**src/rtl/gnn_s2_pkg.sv**
```systemverilog
// Shared definitions for the stage-2 feature pass: sequencer states, default
// geometry and the widths of the round descriptor fields.
package gnn_s2_pkg;

  typedef enum logic [2:0] {
    ST_IDLE,
    ST_CALC,
    ST_ISSUE,
    ST_WAIT,
    ST_FIN
  } state_e;

  localparam int N_FEAT_DEF = 3703;
  localparam int N_CORE_DEF = 64;
  localparam int CHUNK_DEF  = 32;

  localparam int ID_W   = 12;
  localparam int CNT_W  = 7;
  localparam int LEN_W  = 6;
  localparam int IDX_W  = 4;
  // Remaining-feature arithmetic keeps one spare bit over the ID width.
  localparam int REM_W  = 13;
  localparam int SPAN_W = 20;

endpackage

```
**src/rtl/feature_round_scheduler_if.sv**
```systemverilog
// Round descriptor channel between the feature round scheduler (master) and
// the compute core array (slave).
interface feature_round_scheduler_if
  import gnn_s2_pkg::*;
#(
  parameter int N_CORE = N_CORE_DEF
);
  logic              round_valid_o;
  logic              round_ready_i;
  logic              round_done_i;
  logic [ID_W-1:0]   base_id_o;
  logic [CNT_W-1:0]  core_cnt_o;
  logic [N_CORE-1:0] core_en_o;
  logic [LEN_W-1:0]  last_len_o;
  logic              need64_o;
  logic [IDX_W-1:0]  round_idx_o;

  modport master (
    output round_valid_o, base_id_o, core_cnt_o, core_en_o,
           last_len_o, need64_o, round_idx_o,
    input  round_ready_i, round_done_i
  );

  modport slave (
    input  round_valid_o, base_id_o, core_cnt_o, core_en_o,
           last_len_o, need64_o, round_idx_o,
    output round_ready_i, round_done_i
  );
endinterface

```
**src/rtl/feature_round_scheduler_round_calc.sv**
```systemverilog
// Combinational round geometry: how many cores the remaining features occupy,
// the enable mask, the fill of the highest core and the span this round covers.
module round_calc
  import gnn_s2_pkg::*;
#(
  parameter int N_CORE = N_CORE_DEF,
  parameter int CHUNK  = CHUNK_DEF
) (
  input  logic [REM_W-1:0]  remaining,
  output logic [CNT_W-1:0]  core_cnt,
  output logic [N_CORE-1:0] core_en,
  output logic [LEN_W-1:0]  last_len,
  output logic              need64,
  output logic [SPAN_W-1:0] span
);
  localparam int LOG2_CHUNK = $clog2(CHUNK);

  logic [REM_W-1:0]  chunks;
  logic [SPAN_W-1:0] tail;

  always_comb begin
    chunks   = (remaining + REM_W'(CHUNK - 1)) >> LOG2_CHUNK;
    core_cnt = (chunks > REM_W'(N_CORE)) ? CNT_W'(N_CORE) : CNT_W'(chunks);
    span     = SPAN_W'(core_cnt) << LOG2_CHUNK;
    // Features left for the top core once all lower cores take a full chunk.
    tail     = SPAN_W'(remaining) - (SPAN_W'(core_cnt - CNT_W'(1)) << LOG2_CHUNK);
    last_len = (SPAN_W'(remaining) > span) ? LEN_W'(CHUNK) : LEN_W'(tail);
    need64   = (core_cnt == CNT_W'(N_CORE));
    core_en  = '0;
    for (int i = 0; i < N_CORE; i++) begin
      core_en[i] = (i < int'(core_cnt));
    end
  end

endmodule

```
**src/rtl/feature_round_scheduler.sv**
```systemverilog
// Run-time sequencer for the stage-2 feature pass: slices N_FEAT features into
// per-core chunks and issues one round descriptor at a time to the core array.
module feature_round_scheduler
  import gnn_s2_pkg::*;
#(
  parameter int N_FEAT = N_FEAT_DEF,
  parameter int N_CORE = N_CORE_DEF,
  parameter int CHUNK  = CHUNK_DEF
) (
  input  logic clk,
  input  logic rst_n,
  input  logic start_i,
  input  logic abort_i,
  output logic busy_o,
  output logic all_done_o,
  feature_round_scheduler_if.master rnd
);
  state_e            state;
  logic [REM_W-1:0]  remaining;
  logic [REM_W-1:0]  base;
  logic [IDX_W-1:0]  round_idx;
  logic [SPAN_W-1:0] span_q;
  logic [REM_W-1:0]  rem_next;

  logic [CNT_W-1:0]  calc_cnt;
  logic [N_CORE-1:0] calc_en;
  logic [LEN_W-1:0]  calc_len;
  logic              calc_need64;
  logic [SPAN_W-1:0] calc_span;

  round_calc #(
    .N_CORE (N_CORE),
    .CHUNK  (CHUNK)
  ) u_calc (
    .remaining (remaining),
    .core_cnt  (calc_cnt),
    .core_en   (calc_en),
    .last_len  (calc_len),
    .need64    (calc_need64),
    .span      (calc_span)
  );

  always_comb begin
    rem_next = (SPAN_W'(remaining) > span_q) ? (remaining - REM_W'(span_q)) : '0;
  end

  always_ff @(posedge clk or negedge rst_n) begin
    if (!rst_n) begin
      state             <= ST_IDLE;
      remaining         <= '0;
      base              <= '0;
      round_idx         <= '0;
      span_q            <= '0;
      busy_o            <= 1'b0;
      all_done_o        <= 1'b0;
      rnd.round_valid_o <= 1'b0;
      rnd.base_id_o     <= '0;
      rnd.core_cnt_o    <= '0;
      rnd.core_en_o     <= '0;
      rnd.last_len_o    <= '0;
      rnd.need64_o      <= 1'b0;
      rnd.round_idx_o   <= '0;
    end else begin
      all_done_o <= 1'b0;
      // Abort wins over every other event once a pass is running.
      if (abort_i && (state != ST_IDLE)) begin
        state             <= ST_IDLE;
        busy_o            <= 1'b0;
        rnd.round_valid_o <= 1'b0;
      end else begin
        case (state)
          ST_IDLE: begin
            if (start_i && !abort_i) begin
              remaining <= REM_W'(N_FEAT);
              base      <= '0;
              round_idx <= '0;
              busy_o    <= 1'b1;
              state     <= ST_CALC;
            end
          end
          ST_CALC: begin
            rnd.base_id_o     <= base[ID_W-1:0];
            rnd.core_cnt_o    <= calc_cnt;
            rnd.core_en_o     <= calc_en;
            rnd.last_len_o    <= calc_len;
            rnd.need64_o      <= calc_need64;
            rnd.round_idx_o   <= round_idx;
            span_q            <= calc_span;
            rnd.round_valid_o <= 1'b1;
            state             <= ST_ISSUE;
          end
          ST_ISSUE: begin
            if (rnd.round_ready_i) begin
              rnd.round_valid_o <= 1'b0;
              state             <= ST_WAIT;
            end
          end
          ST_WAIT: begin
            if (rnd.round_done_i) begin
              remaining <= rem_next;
              base      <= base + REM_W'(span_q);
              round_idx <= round_idx + IDX_W'(1);
              if (rem_next == '0) begin
                all_done_o <= 1'b1;
                state      <= ST_FIN;
              end else begin
                state <= ST_CALC;
              end
            end
          end
          ST_FIN: begin
            busy_o <= 1'b0;
            state  <= ST_IDLE;
          end
          default: begin
            busy_o            <= 1'b0;
            rnd.round_valid_o <= 1'b0;
            state             <= ST_IDLE;
          end
        endcase
      end
    end
  end

endmodule
```
**src/flat_wrapper.sv**
```systemverilog
// flat-port wrapper written by rule: the top's interface ports become plain ports
module feature_round_scheduler_flat import gnn_s2_pkg::*;
#(
  parameter int N_FEAT = N_FEAT_DEF,
  parameter int N_CORE = N_CORE_DEF,
  parameter int CHUNK  = CHUNK_DEF
)
  (clk, rst_n, start_i, abort_i, busy_o, all_done_o, rnd_round_valid_o, rnd_base_id_o, rnd_core_cnt_o, rnd_core_en_o, rnd_last_len_o, rnd_need64_o, rnd_round_idx_o, rnd_round_ready_i, rnd_round_done_i);
  feature_round_scheduler_if #(.N_CORE(N_CORE)) rnd_i ();
  input  logic clk;
  input  logic rst_n;
  input  logic start_i;
  input  logic abort_i;
  output logic busy_o;
  output logic all_done_o;
  output wire logic [$bits(rnd_i.round_valid_o)-1:0] rnd_round_valid_o;
  output wire logic [$bits(rnd_i.base_id_o)-1:0] rnd_base_id_o;
  output wire logic [$bits(rnd_i.core_cnt_o)-1:0] rnd_core_cnt_o;
  output wire logic [$bits(rnd_i.core_en_o)-1:0] rnd_core_en_o;
  output wire logic [$bits(rnd_i.last_len_o)-1:0] rnd_last_len_o;
  output wire logic [$bits(rnd_i.need64_o)-1:0] rnd_need64_o;
  output wire logic [$bits(rnd_i.round_idx_o)-1:0] rnd_round_idx_o;
  input wire logic [$bits(rnd_i.round_ready_i)-1:0] rnd_round_ready_i;
  input wire logic [$bits(rnd_i.round_done_i)-1:0] rnd_round_done_i;
  assign rnd_round_valid_o = rnd_i.round_valid_o;
  assign rnd_base_id_o = rnd_i.base_id_o;
  assign rnd_core_cnt_o = rnd_i.core_cnt_o;
  assign rnd_core_en_o = rnd_i.core_en_o;
  assign rnd_last_len_o = rnd_i.last_len_o;
  assign rnd_need64_o = rnd_i.need64_o;
  assign rnd_round_idx_o = rnd_i.round_idx_o;
  assign rnd_i.round_ready_i = rnd_round_ready_i;
  assign rnd_i.round_done_i = rnd_round_done_i;
  feature_round_scheduler #(.N_FEAT(N_FEAT), .N_CORE(N_CORE), .CHUNK(CHUNK)) u_core (.clk(clk), .rst_n(rst_n), .start_i(start_i), .abort_i(abort_i), .busy_o(busy_o), .all_done_o(all_done_o), .rnd(rnd_i));
endmodule
```
**config.mk**
```make
export PLATFORM = sky130hd
export DESIGN_NAME = feature_round_scheduler_flat
export DESIGN_NICKNAME = d
export VERILOG_FILES = /design/src/rtl/gnn_s2_pkg.sv /design/src/rtl/feature_round_scheduler_if.sv /design/src/rtl/feature_round_scheduler_round_calc.sv /design/src/rtl/feature_round_scheduler.sv /design/src/flat_wrapper.sv
export SDC_FILE = /design/constraint.sdc
export NUM_CORES = 1
export LEC_CHECK = 0
export ABC_CLOCK_PERIOD_IN_PS = 10700
export BUFFER_PORTS_ARGS = -buffer_cell sky130_fd_sc_hd__buf_2
export CORE_ASPECT_RATIO = 1.2
export CORE_MARGIN = 4
export CORE_UTILIZATION = 45
export CTS_CLUSTER_SIZE = 10
export DETAILED_ROUTE_END_ITERATION = 10
export PLACE_DENSITY = 0.75
export REMOVE_ABC_BUFFERS = 1
export SLEW_MARGIN = 10
export SYNTH_ARGS = -nofsm -noshare
export SYNTH_HDL_FRONTEND = slang
export SYNTH_HIERARCHICAL = 1
export SYNTH_SLANG_ARGS = --single-unit
```
**constraint.sdc**
```tcl
create_clock -name clk -period 10.7 [get_ports clk]
set_input_delay 2.675 -clock clk [delete_from_list [all_inputs] [get_ports clk]]
set_output_delay 2.675 -clock clk [all_outputs]
set_load 0.02 [all_outputs]
```
* Word-level counts from Yosys, hierarchy flattened *
Cells that the tools add are included.
W data, S select, Z words.

word-level totals
  bits in latches = 0
  memories = 0
  output and inout bits = 97
  register bits after elaboration = 130
  memory bits (read-only) = 0
  logic and storage cells = 141
  memory bits (writable) = 0

cells by class
  equality and inequality tests = 12
  multiply operators = 0
  div/mod/pow operators = 0
  magnitude comparators = 67
  multiplexer cells = 28
  bitwise operators = 1
  reductions and logical operators = 14
  shifts and indexed selects = 0
  $add $sub $neg = 6

operators with widths
  operator                 count
  $lt A6 B7 Y1 const A     32
  $lt A5 B7 Y1 const A     16
  $mux W13                 5
  $lt A4 B7 Y1 const A     8
  $pmux W13 S2             2
  $lt A3 B7 Y1 const A     4
  $gt A13 B12 Y1           2
  $mux W3                  5
  $lt A1 B7 Y1 const A     2
  $lt A2 B7 Y1 const A     2
  $add A13 B12 Y13         1
  $add A13 B5 Y13 const B  1
  $logic_not A13 Y1        1
  $sub A13 B12 Y13         1
  $pmux W3 S4              1
  $gt A8 B7 Y1 const B     1
  $mux W1                  8
  $mux W4                  2
  $pmux W4 S2              1
  $eq A7 B7 Y1 const B     1
  $mux W7                  1
  $eq A3 B2 Y1 const B     2
  $mux W6                  1
  $ne A2 B1 Y1 const B     3
  20 further kinds         25

* Longest topological paths before layout *
  depth in word-level cells = 7
  gate-level depth with buffers = 15

* Hierarchy *
The synthesis kept the hierarchy.

modules (own cells, without submodules)
  module                   area an instance (um^2)  instances  cells each
  feature_round_scheduler  6851.6                   1          576
  round_calc               1316.3                   1          210

* Worst setup path after synthesis *
No wires, ideal clock.

  kind = input to register
  from = in abort_i
  to = reg u_core.rnd.core_en_o[56]
  path slack = 6185 ps
  arrival time = 4390 ps
  cell stages on the path = 6
  buffers on the path = 3
  path through = nor2_1 > and3_1 > clkbuf_1 > clkbuf_1 > buf_1 > mux2_2

on the way
  longest elaborated chain between the ends = 3

RTL lines
  what                                line                              source
  start, declared                     flat_wrapper.sv:13                input logic abort_i;
  $logic_and A1 B1 Y1                 feature_round_scheduler.sv:66     if (abort_i && (state != ST_IDLE)) begin
  $not A1 Y1 (no source line)         --
  $reduce_and A2 Y1 (no source line)  --
  end signal, assigned                feature_round_scheduler.sv:84     rnd.core_en_o <= calc_en;
  end, declared                       feature_round_scheduler_if.sv:19  output round_valid_o, base_id_o, core_cnt_o, core_en_o,

Every way passes these cells.
A chain may end at the register's enable or synchronous reset.

* Worst setup path after layout *
  from = in abort_i
  to = reg u_core.rnd.core_en_o[52]

The elaborated chain is that of the path after synthesis.

==> summary.md <==
| Metric | Value |
|---|---|
| Outcome | finished clean |
| Critical path class | in2reg |
| CTS root buffer | clkbuf_16 |
| CP cell instances | buf_2, nor2_1, and3_4, buf_4, mux2_2 |
| Hold-fix buffers, CTS | 0 |
| Post-Route Utilization | 52.6% |
| Most frequent cells in the layout | dfrtp_1 (149), mux2_2 (104), buf_2 (101) |
| First-pass GRT wire length | 30900 µm |
| Synthesized area | 8170 µm² |
| Die Ht | 156 µm |
| I/O pin count | 103 |
| Final Skew | 10.1 ps |
| Core box area | 17700 µm² |
| MaxCap Viol Count | 0 |
| Critical path's slowest cell | and3_4 |
| Via count | 6124 |
| Final Hold Fails | 0 |
| CTS tree | built |
| Multi-input logic area | 4060 µm² |
| Max IR drop VDD | 0.148 mV |
| Startpoint types | primary input |
| Grt total ovfl | 0 |
| RSZ-0062 raised after global routing | false |
| Layout cells sized above 1 | 31.2% |
| Unique cell type count in the Yosys netlist | 73 |
| Synth Flop Type | dfrtp_1 |
| Dpl hpwl | 13200 µm |
| Worst-Skew Late Latency | 420 ps |
| Port Buffers | 102 |
| Initial antenna violation count | 0 |
| Wire per inst | 17.0 µm |
| Worst-Margin Slew | 1030 ps |
| Arr. time, crit path | 5150 ps |
| Sequential fraction of the synthesis area | 45.6% |
| Postcts setup bufs | 0 |
| GP Congestion | 0.872 |
| Finished Cell Area | 9310 µm² |
| Fillers | 1584 |
| Placed Area | 8750 µm² |
| DR iter-0 viols | 409 |
| Pleak | 3.90 nW |
| Nets | 906 |
| Seq. cell area | 3730 µm² |
| Most common cell after layout, fill and taps aside | dfrtp_1 |
| Fmax | 206 MHz |
| Worst slack, placed | 5470 ps |
| Hold Path Class | reg2reg |
| Die area | 20400 µm² |
| Yosys reg bits | 149 |
| Vias per Instance | 5.56 |
| Final Critical Period | 4850 ps |
| Crit-path max FO | 64 |
| FFs w/ async S/R, synth | 100% |
| Row Count | 53 |
| Top cell family by delay on the critical path | simple AND/OR/NAND/NOR gates |
| Cell Pwr Density | 314 nW/µm² |
| Pin count of the biggest net entering global routing | 87 |
| YS warnings | 6 |
| Period utilisation layout | 45.3% |
| CTS resizes | 0 |
| Clk sink count | 149 |
| Initial Util | 46.1% |
| Final Max Tran Viols | 0 |
| Die width | 131 µm |
| Final WL | 18700 µm |
| Avg Cell Area, Syn | 10.4 µm² |
| Number of diodes | 0 |
| Inst Count DP | 1070 |
| Clock slew at reported path FFs | 60 ps |
| EDFF count, synth | 0 |
| Cell Count, Final, Fillers Out | 1101 |
| DRC | 0 |
| Num CTS Buffers | 17 |
| Final setup violation count | 0 |
| Number of global-route vias before repair | 6035 |
| CP Data Required Time | 11000 ps |
| Clock H-tree levels | 4 |
| Final worst slack | 5850 ps |
| CTS max path bufs | 2 |
| WP buf/inv | 2 |
| Relative slew slack | 31.0% |
| First-pass DRT Iterations | 4 |
| Area Growth Syn to Fin | 14.0% |
| Post-route ant nets | 0 |
| Syn Inst Count | 786 |
| Setup TNS | 0 ps |
| Worst Setup End Kind | flop |
| Slowest stage delay, CP | 730 ps |
| Total Routing Usage GR | 18.9% |
-- layout make-up --
cell class / instances / area share [%]
inverter: 38 / 1.53
clock buffer: 23 / 5.02
multi-input combinational: 558 / 43.6
sequential: 149 / 40.0
clock inverter: 8 / 1.07
tap: 220 / 2.96
timing repair buffer: 105 / 5.79
-- path summary, 6_finish.rpt --
kind | to | startpoint | slack [ps] | cells past startpoint
setup / recovery | u_core/rnd.core_en_o[52]$_DFFE_PN0P_ | abort_i | 5850 | 5
hold / removal | u_core/rnd.core_en_o[24]$_DFFE_PN0P_ | u_core/rnd.core_en_o[24]$_DFFE_PN0P_ | 500 | 1
setup reg to reg | u_core/rnd.last_len_o[0]$_DFFE_PN0P_ | u_core/remaining[6]$_DFFE_PN0P_ | 6510 | 11
hold reg to reg | u_core/rnd.core_en_o[24]$_DFFE_PN0P_ | u_core/rnd.core_en_o[24]$_DFFE_PN0P_ | 500 | 1
max in group asynchronous | u_core/rnd.core_en_o[63]$_DFFE_PN0P_ | rst_n | 7130 | 2
min in group asynchronous | u_core/rnd.core_en_o[20]$_DFFE_PN0P_ | rst_n | 2300 | 1
-- kinds of logic after synthesis --
kind of cell,share of synthesized area [%]
multiplexers,14.8
AO/OA/AOI/OAI,15.1
AND/OR/NAND/NOR,11.7
XOR/XNOR,2.47
adder cells (fa/ha/maj),4.93
buffers and inverters,5.33
flip-flops,45.6
other,0.0459
-- report_power, final --
group	internal [mW]	leakage, nW	switching [mW]	total (mW)
registers	0.768	1.71	0.173	0.940
logic	0.574	1.92	0.838	1.41
clock network	0.354	0.277	0.221	0.575
total	1.70	3.90	1.23	2.93
-- metal layers --
layer  global-route usage, %  vias to the layer above  share of wire [%]
met5                       0                        -                  0
met4                    6.03                        0                1.8
met3                    4.08                       29                4.1
met2                    31.0                      157                 50
met1                    24.9                     3007                 44
li1                        -                     2931                  -
-- cells in the mapped netlist (7+ instances only) --
cell type  count  area (µm²)
nor3_1        16        80.1
or2_2          7        43.8
mux2_2       104        1170
dfrtp_1      149        3730
o21ai_0       52         260
nor2_1        34         128
nand2_1       79         297
a31oi_1        7        43.8
xnor2_1       13         114
a21oi_2        7        61.3
buf_4         22         165
clkbuf_1      24        90.1
xor2_1        10        87.6
o21a_1         8        60.1
a21oi_1       58         290
inv_1         35         131
nand3_1       15        75.1
ha_1          29         363
-- through the flow --
stage / hold WS [ps] / total power, mW
detailed placement: 491 / 2.36
floorplan: 462 / 1.96
finish: 499 / 2.93
global route: 514 / 3.15
CTS: 504 / 2.95
global placement: 481 / 2.32
-- sequential cells by signal, summed over array words and instances, names as in the netlist, 3 cells and up --
register and flops:
u_core/rnd.last_len_o 6, u_core/rnd.core_cnt_o 7, u_core/rnd.round_idx_o 4, u_core/rnd.base_id_o 12, u_core/round_idx 4, u_core/state 3
u_core/span_q 20, u_core/remaining 13, u_core/base 12, u_core/rnd.core_en_o 64
Power figures use the tool's default switching activity.
